==> config.mk <==
export PLATFORM = sky130hd
export DESIGN_NAME = ft_bus_arbiter
export DESIGN_NICKNAME = d
export VERILOG_FILES = /design/src/rtl/ft_bus_arbiter.sv
export SDC_FILE = /design/constraint.sdc
export NUM_CORES = 1
export LEC_CHECK = 0
export ABC_AREA = 1
export CAP_MARGIN = 5
export CORE_MARGIN = 2
export CORE_UTILIZATION = 46
export DETAILED_ROUTE_END_ITERATION = 10
export PLACE_DENSITY = 0.83
export SLEW_MARGIN = 10
export SYNTH_ARGS = -nofsm -noshare
export SYNTH_HDL_FRONTEND = slang
export SYNTH_SLANG_ARGS = --single-unit
==> constraint.sdc <==
create_clock -name clk -period 2.4 [get_ports clk]
set_clock_uncertainty 0.1 [all_clocks]
set_input_delay 0.36 -clock clk [delete_from_list [all_inputs] [get_ports clk]]
set_output_delay 0.36 -clock clk [all_outputs]
set_load 0.03 [all_outputs]
==> src/rtl/ft_bus_arbiter.sv <==
// FT245 synchronous-FIFO bus arbiter: alternates RX read bursts and TX write
// bursts on the shared FT245 bus, with optional SIWU flush after TX data.
module ft_bus_arbiter #(
  parameter int unsigned RX_BURST_MAX = 512,
  parameter int unsigned TX_BURST_MAX = 512
) (
  input  logic       clk,
  input  logic       rst_n,
  input  logic       ftdi_rde_n,
  input  logic       ftdi_txe_n,
  input  logic [7:0] ftdi_data_in,
  output logic [7:0] ftdi_data_out,
  output logic       ftdi_data_oe,
  output logic       ftdi_oe_n,
  output logic       ftdi_rd_n,
  output logic       ftdi_wr_n,
  output logic       ftdi_siwu,
  output logic [7:0] rx_data,
  output logic       rx_valid,
  input  logic       rx_ready,
  input  logic [7:0] tx_data,
  input  logic       tx_valid,
  output logic       tx_ready,
  input  logic       tx_flush
);

  localparam int unsigned RXW = $clog2(RX_BURST_MAX + 1);
  localparam int unsigned TXW = $clog2(TX_BURST_MAX + 1);
  localparam logic [RXW-1:0] RX_MAX = RXW'(RX_BURST_MAX);
  localparam logic [TXW-1:0] TX_MAX = TXW'(TX_BURST_MAX);

  typedef enum logic [2:0] {
    IDLE,
    RX_OE,
    RX_READ,
    TURN,
    TX_WRITE,
    SIWU
  } state_e;

  state_e         state_q;
  logic           oe_n_q;
  logic           rd_n_q;
  logic           wr_n_q;
  logic           siwu_q;
  logic           data_oe_q;
  logic [7:0]     data_out_q;
  logic [7:0]     rx_data_q;
  logic           rx_valid_q;
  logic [RXW-1:0] rx_cnt_q;
  logic [RXW-1:0] rx_cnt_d;
  logic [TXW-1:0] tx_cnt_q;
  logic [TXW-1:0] tx_cnt_d;
  logic           flush_q;
  logic           flush_d;
  logic           last_tx_q;

  logic rx_pend;
  logic tx_pend;
  logic rx_cap;
  logic rx_exit;
  logic tx_commit;
  logic tx_exit;

  // The TX holding register is full exactly while wr_n is low, so wr_n_q
  // doubles as its occupancy flag.
  always_comb begin
    rx_pend   = ~ftdi_rde_n & rx_ready;
    tx_pend   = tx_valid & ~ftdi_txe_n;
    rx_cap    = (state_q == RX_READ) & ~rd_n_q & ~ftdi_rde_n & (rx_cnt_q != RX_MAX);
    rx_cnt_d  = rx_cnt_q + RXW'(rx_cap);
    rx_exit   = ftdi_rde_n | ~rx_ready | (rx_cnt_d == RX_MAX);
    tx_commit = (state_q == TX_WRITE) & ~wr_n_q & ~ftdi_txe_n;
    // With txe_n low the holding register is either empty or committing.
    tx_ready  = (state_q == TX_WRITE) & tx_valid & ~ftdi_txe_n & (tx_cnt_q != TX_MAX);
    tx_cnt_d  = tx_cnt_q + TXW'(tx_ready);
    tx_exit   = wr_n_q & ~tx_ready;
    flush_d   = tx_flush | (flush_q & (state_q != SIWU));
  end

  always_ff @(posedge clk or negedge rst_n) begin
    if (!rst_n) begin
      state_q    <= IDLE;
      oe_n_q     <= 1'b1;
      rd_n_q     <= 1'b1;
      wr_n_q     <= 1'b1;
      siwu_q     <= 1'b1;
      data_oe_q  <= 1'b0;
      data_out_q <= '0;
      rx_data_q  <= '0;
      rx_valid_q <= 1'b0;
      rx_cnt_q   <= '0;
      tx_cnt_q   <= '0;
      flush_q    <= 1'b0;
      last_tx_q  <= 1'b1;
    end else begin
      rx_valid_q <= rx_cap;
      if (rx_cap) begin
        rx_data_q <= ftdi_data_in;
      end
      rx_cnt_q <= rx_cnt_d;
      tx_cnt_q <= tx_cnt_d;
      flush_q  <= flush_d;

      unique case (state_q)
        IDLE: begin
          if (rx_pend && (!tx_pend || last_tx_q)) begin
            state_q   <= RX_OE;
            oe_n_q    <= 1'b0;
            rx_cnt_q  <= '0;
            last_tx_q <= 1'b0;
          end else if (tx_pend) begin
            state_q   <= TX_WRITE;
            data_oe_q <= 1'b1;
            tx_cnt_q  <= '0;
            last_tx_q <= 1'b1;
          end else if (flush_q && !ftdi_txe_n) begin
            state_q <= SIWU;
            siwu_q  <= 1'b0;
          end
        end

        RX_OE: begin
          state_q <= RX_READ;
          rd_n_q  <= 1'b0;
        end

        RX_READ: begin
          if (rx_exit) begin
            state_q <= TURN;
            rd_n_q  <= 1'b1;
            oe_n_q  <= 1'b1;
          end
        end

        TURN: begin
          state_q <= IDLE;
        end

        TX_WRITE: begin
          if (tx_ready) begin
            data_out_q <= tx_data;
            wr_n_q     <= 1'b0;
          end else if (tx_commit) begin
            wr_n_q <= 1'b1;
          end
          if (tx_exit) begin
            data_oe_q <= 1'b0;
            if (flush_q) begin
              state_q <= SIWU;
              siwu_q  <= 1'b0;
            end else begin
              state_q <= TURN;
            end
          end
        end

        SIWU: begin
          siwu_q  <= 1'b1;
          state_q <= TURN;
        end

        default: begin
          state_q <= IDLE;
        end
      endcase
    end
  end

  assign ftdi_data_out = data_out_q;
  assign ftdi_data_oe  = data_oe_q;
  assign ftdi_oe_n     = oe_n_q;
  assign ftdi_rd_n     = rd_n_q;
  assign ftdi_wr_n     = wr_n_q;
  assign ftdi_siwu     = siwu_q;
  assign rx_data       = rx_data_q;
  assign rx_valid      = rx_valid_q;

endmodule
==> reports/metrics.yaml, run 1 <==
vias: 2179
finalWirelength_mm: 5.53
worst_setup_path_start_kind: "flop"
hold_viol: 0
rsz0062_at_grt: "true"
dieArea_um2: 5440
area_growth_pct: 44.3
place_ws_ps: -156
drt_iter0_markers: 143
netlist-cell-type-count: 25
start_util: 0.477
grt_overflow: 0
routedWlPerCell_um: 13.2
finalSetupViolations: 0
pwr-share-clk: 0.187
synth_seq_cells: 47
p_comb_frac: 0.464
period_share: 0.996
grt_pass1_vias: 2111
clk_path_buf_depth: 2
drc: 0
syn_nets: 309
cts_hold_buf: 0
rows: 25
power_density_nw_per_um2: 1130
die_y_um: 73.8
path_class: "reg -> reg"
sequentialPowerShare: 0.349
synthArstFlopShare: 1.00
report.final.slew_viol_count: 0
routed_via_density: 5.20
clk_pin_slew_ps: 90
power_leakage_nw: 1.58
nets: 391
synth-main-ff-cell: "dfrtp_1"
critPathArrivalTime_ps: 2530
worst_pin_slew_ps: 573
end_kind: "flop"
drt_pass1_iterations: 4
ys_warn_count: 0
synth_area_um2: 2240
cts_num_sinks: 47
fin_ws_ps: 9.02
synth-edff-count: 0
maxCapViolCount: 0
htreeDepth: 2
nFillCells: 352
fin_cells: 419
cts_buffers: 5
critical_path_required_ps: 2540
drive_above_1_share: 0.208
diodes: 0
track_usage: 0.217
avgSynthCellArea_um2: 7.94
hold-worst-slack_ps: 25.4
clock_latency_ps: 310
synth_cells: 282
grt_pass1_wl_mm: 8.99
power.switching_mw: 1.42
cts_tree: "built"
ir_worst_vdd_v: 0.000726
fin_crit_ps: 2390
clock-root-buffer: "clkbuf_8"
power_mw: 3.66
io-pin-count: 46
hpwl_mm: 3.91
relSlewSlack: 0.618
fp.coreArea_um2: 4690
crit_fanout: 3
ant_nets: 0
switching_share: 0.389
fmax_mhz: 418
antenna_found_initial: 0
hold_class: "in -> async"
timing.setup.tns_ps: 0
status: "complete, no violations"
yosysSeqAreaShare: 0.528
gp_congestion: 0.956
place.port_buffers: 45
chipWidth_um: 73.8
grt_max_degree: 48
p_int_mw: 2.23
dp.cells: 407
[path summary, 6_finish.rpt]
| path | from | end | slack (ps) | cells after the start |
|---|---|---|---|---|
| setup / recovery | rx_cnt_q[0] | ftdi_oe_n | 9 | 17 |
| hold / removal | rst_n | rx_data[7] | 30 | 2 |
| setup reg to reg | rx_cnt_q[0] | ftdi_oe_n | 9 | 17 |
| hold reg to reg | ftdi_siwu | ftdi_siwu | 370 | 2 |
| max in group asynchronous | rst_n | state_q[0] | 1740 | 2 |
| min in group clk | ftdi_siwu | ftdi_siwu | 370 | 2 |
[critical path: stages, from the launching register on]
cell and delay [ps]:
dfrtp_1 400, nor4_2 330, nand4_1 140, nand2_2 130, inv_4 50, ha_4 160, ha_4 170, inv_1 50
nand2_1 60, nand2_2 70, nand2_1 50, nor2_1 100, nand3_1 80, nor2_1 120, nand2_1 90, nand2_1 90
nand2_2 50, a21oi_2 110
[Yosys cell counts (2+ instances only)]
library cell	instances	area share
a21oi_1	10	0.022
dfrtp_1	42	0.47
ha_1	4	0.022
o21ai_1	3	0.0067
nor3_1	8	0.018
o21bai_1	2	0.0067
nand4_1	4	0.011
dfstp_2	5	0.059
nand2_2	3	0.0084
buf_2	2	0.0045
nor2_1	43	0.072
inv_1	35	0.059
nor2_2	2	0.0056
inv_2	2	0.0034
nand2_1	83	0.14
o21ai_0	9	0.020
nand3_1	14	0.031
nor4_1	4	0.011
[area by class of cell]
type / count / area [um^2] / area share
clock buffers: 5 / 68.8 / 0.0213
repair buffers: 77 / 696 / 0.215
flip-flops and latches: 47 / 1180 / 0.366
well taps: 54 / 67.6 / 0.0209
inverters: 37 / 144 / 0.0445
clock inverters: 3 / 67.6 / 0.0209
multi-input cells: 196 / 1000 / 0.311
[metal layers]
metal / global-route usage / vias to the layer above / routed length [um]
met5: 0 / - / 0
met4: 0.0889 / 0 / 101
met3: 0.0576 / 11 / 371
met2: 0.367 / 83 / 2830
met1: 0.262 / 1028 / 2220
li1: - / 1057 / -
[power groups by stage]
stage	registers, mW	logic, mW	clock network, mW
after global placement	1.27	1.57	0
final	1.28	1.70	0.684
after CTS	1.27	1.63	0.699
after global routing	1.31	1.85	0.723
after floorplan	1.62	0.582	0
after detailed placement	1.28	1.61	0
[cells in the final DEF, fill, tap and decap left out, drive strengths merged]
cell type       n
xor2            1
ha              4
inv            37
bufinv          2
dfstp           5
o21ai          13
nand2          86
nand4           4
nor2           45
dfrtp          42
nand3          15
o21bai          2
a21oi          11
o31ai           1
clkdlybuf4s50  43
clkinvlp        1
buf            34
nor4            4
nor3            9
clkbuf          5
o21a            1
[state kept, by name, indices dropped and copies added, names as in the netlist, 3 cells and up]
register,count
ftdi_data_out,8
rx_cnt_q,10
tx_cnt_q,10
state_q,3
rx_data,8
[what timing repair did]
action,in CTS,in global routing
cloned,0,0
endpoints found under the hold margin,0,0
pin swaps,4,10
resized for setup,2,19
buffers inserted,1,3
setup endpoints to repair,4,9
[logic make-up after synthesis]
kind of cell / after synthesis / share of synthesized area
buf+inv: 39 / 0.0665
xor+xnor: 1 / 0.00391
simple gates: 163 / 0.309
fa+ha+maj: 4 / 0.0224
compound gates: 28 / 0.0704
flops: 47 / 0.528
[stage by stage]
stage | utilization | cell area [um^2]
3_5_place_dp | 0.634 | 2980
3_3_place_gp | 0.634 | 2980
2_1_floorplan | - | 2250
6_report | 0.689 | 3230
5_1_grt | 0.689 | 3230
4_1_cts | 0.668 | 3130
Power figures use the tool's default switching activity.
==> run 2: changes to the inputs <==
--- a/config.mk
+++ b/config.mk
@@ -10,8 +10,9 @@
 export CORE_MARGIN = 2
 export CORE_UTILIZATION = 46
 export DETAILED_ROUTE_END_ITERATION = 10
+export HOLD_SLACK_MARGIN = 0.06
 export PLACE_DENSITY = 0.83
-export SLEW_MARGIN = 10
+export SLEW_MARGIN = 20
 export SYNTH_ARGS = -nofsm -noshare
 export SYNTH_HDL_FRONTEND = slang
 export SYNTH_SLANG_ARGS = --single-unit
==> run 2 against run 1 <==
Net effect:
- fmax is 0.35% lower
- sequential share of layout area is 0.11 points lower
- non-clock buffer count is 1 higher
- first-iteration DRC count is 5.6% higher
- count of clock-buffer cells in the layout stayed put
- worst setup slack worse by 8.4 ps
- sequential power hardly changed
- hold slack better by 350 ps
- flip-flop and latch count stayed put
- combinational power hardly changed
- largest power group unchanged
- highest routed layer unchanged
==> reports/metrics.yaml, run 2 (same netlist as run 1, synthesis figures left out) <==
status: "complete, no violations"  # unchanged
clock-root-buffer: "clkbuf_8"  # unchanged
regArea_um2: 1180  # unchanged
diodes: 0  # unchanged
io-pin-count: 46  # unchanged
routedWlPerCell_um: 13.2  # about the same
finalSetupViolations: 0  # unchanged
critical_path_required_ps: 2540  # about the same
report.final.slew_viol_count: 0  # unchanged
ir_worst_vdd_v: 0.000725  # was 0.000726 V
multi_input_area_um2: 1000  # unchanged
grt_overflow: 0  # unchanged
chipWidth_um: 73.8  # unchanged
final_common_cell: "nand2_1"  # unchanged
mostFrequentLayoutCells: "nand2_1, clkdlybuf4s50_1, dfrtp_1, nor2_1, inv_1"  # unchanged
final_area_um2: 3240  # was 3230 um^2
rows: 25  # unchanged
fin_crit_ps: 2400  # was 2390 ps
crit_fanout: 3  # unchanged
worst_setup_path_start_kind: "flop"  # unchanged
top_regs: "rx_cnt_q (10), tx_cnt_q (10)"  # unchanged
fmax_mhz: 417  # was 418 MHz
cts_buffers: 5  # unchanged
power.switching_mw: 1.42  # about the same
antenna_found_initial: 0  # unchanged
clk_pin_slew_ps: 90  # about the same
relSlewSlack: 0.622  # was 0.618
sequentialPowerShare: 0.349  # about the same
clock_latency_ps: 310  # about the same
cts_tree: "built"  # unchanged
area_growth_pct: 44.8  # was 44.3%
placed_area_um2: 2980  # unchanged
routed_via_density: 5.17  # was 5.20
finalWirelength_mm: 5.54  # was 5.53 mm
power_leakage_nw: 1.58  # about the same
drc: 0  # unchanged
die_y_um: 73.8  # unchanged
p_comb_frac: 0.464  # about the same
start_util: 0.477  # unchanged
grt_pass1_vias: 2123  # was 2111
dieArea_um2: 5440  # unchanged
pwr-share-clk: 0.187  # about the same
drt_pass1_iterations: 5  # was 4
cts_num_sinks: 47  # unchanged
hold_viol: 0  # unchanged
post-route-util: 0.691  # was 0.689
gp_congestion: 0.956  # unchanged
power_density_nw_per_um2: 1130  # about the same
hold_class: "reg -> reg"  # was in -> async
htreeDepth: 2  # unchanged
drive_above_1_share: 0.208  # about the same
p_int_mw: 2.24  # was 2.23 mW
drt_iter0_markers: 151  # was 143
grt_max_degree: 48  # unchanged
timing.setup.tns_ps: 0  # unchanged
whs_path_depth: 2
fp.coreArea_um2: 4690  # unchanged
worst_pin_slew_ps: 567  # was 573 ps
clk_path_buf_depth: 2  # unchanged
nets: 392  # was 391
vias: 2172  # was 2179
path_class: "reg -> reg"  # unchanged
maxCapViolCount: 0  # unchanged
switching_share: 0.389  # about the same
period_share: 1.00  # was 0.996
rsz0062_at_grt: "true"  # unchanged
grt_pass1_wl_mm: 9.02  # was 8.99 mm
hpwl_mm: 3.91  # unchanged
track_usage: 0.218  # was 0.217
reg2regPathDepth: 17  # unchanged
end_kind: "flop"  # unchanged
critPathArrivalTime_ps: 2540  # was 2530 ps
place.port_buffers: 45  # unchanged
nFillCells: 351  # was 352
ant_nets: 0  # unchanged
-- run 2: cell types whose count changed in the layout (fill, tap and decap cells not counted), sizes merged --
cell	delta
dlygate4sd3	+1
-- run 2: per-layer routing --
metal  global-route usage  routed length (um)  vias to the layer above
met2                0.369                2830                       73
met1                0.262                2290                     1036
met4               0.0889                  87                        0
met5                    0                   0                        -
li1                     -                   -                     1054
met3               0.0576                 323                        9
-- run 2: worst paths after layout --
| kind | slack [ps] | start | to |
|---|---|---|---|
| max in group asynchronous | 1210 | rst_n | state_q[0] |
| min in group asynchronous | 570 | rst_n | rx_data[7] |
| worst min register to register | 370 | ftdi_siwu | ftdi_siwu |
| worst max register to register | 0.6 | rx_cnt_q[0] | ftdi_oe_n |
| worst min-delay path | 370 | ftdi_siwu | ftdi_siwu |
| worst max-delay path | 0.6 | rx_cnt_q[0] | ftdi_oe_n |
-- run 2: per-stage QoR --
stage | total power, mW | std cells | setup WS (ps) | hold WS [ps]
2_1_floorplan | 2.21 | 282 | 0.509 | -35.6
3_3_place_gp | 2.84 | 407 | -81.4 | 359
3_5_place_dp | 2.88 | 407 | -156 | 364
4_1_cts | 3.61 | 417 | -2.81 | 376
5_1_grt | 3.89 | 420 | -129 | 395
6_report | 3.66 | 420 | 0.611 | 372
-- run 2: timing repair --
action	CTS	global route
hold buffers	1	0
pin swaps	4	10
endpoints found under the setup margin	4	9
gates resized for setup	2	19
buffers inserted	1	3
hold endpoints to repair	34	0
-- run 2: layout make-up --
type                            instances  area share
Clock buffer                            5      0.0212
Clock inverter                          3      0.0208
Inverter                               37      0.0444
Multi-Input combinational cell        196       0.310
Sequential cell                        47       0.365
Tap cell                               54      0.0208
Timing Repair Buffer                   78       0.218
-- run 2: worst max-delay path, stage by stage (launching register included) --
cell and delay (ps):
dfrtp_1 400, nor4_2 330, nand4_1 140, nand2_2 130
inv_4 50, ha_4 160, ha_4 170, inv_1 50
nand2_1 60, nand2_2 70, nand2_1 50, nor2_1 100
nand3_1 80, nor2_1 120, nand2_1 90, nand2_1 90
nand2_2 50, a21oi_2 110
-- run 2: power groups by stage --
stage | combinational, mW | sequential, mW | clock (mW)
floorplan | 0.582 | 1.62 | 0
global placement | 1.57 | 1.27 | 0
detailed placement | 1.61 | 1.28 | 0
CTS | 1.64 | 1.27 | 0.699
global route | 1.85 | 1.31 | 0.723
finish | 1.70 | 1.28 | 0.684
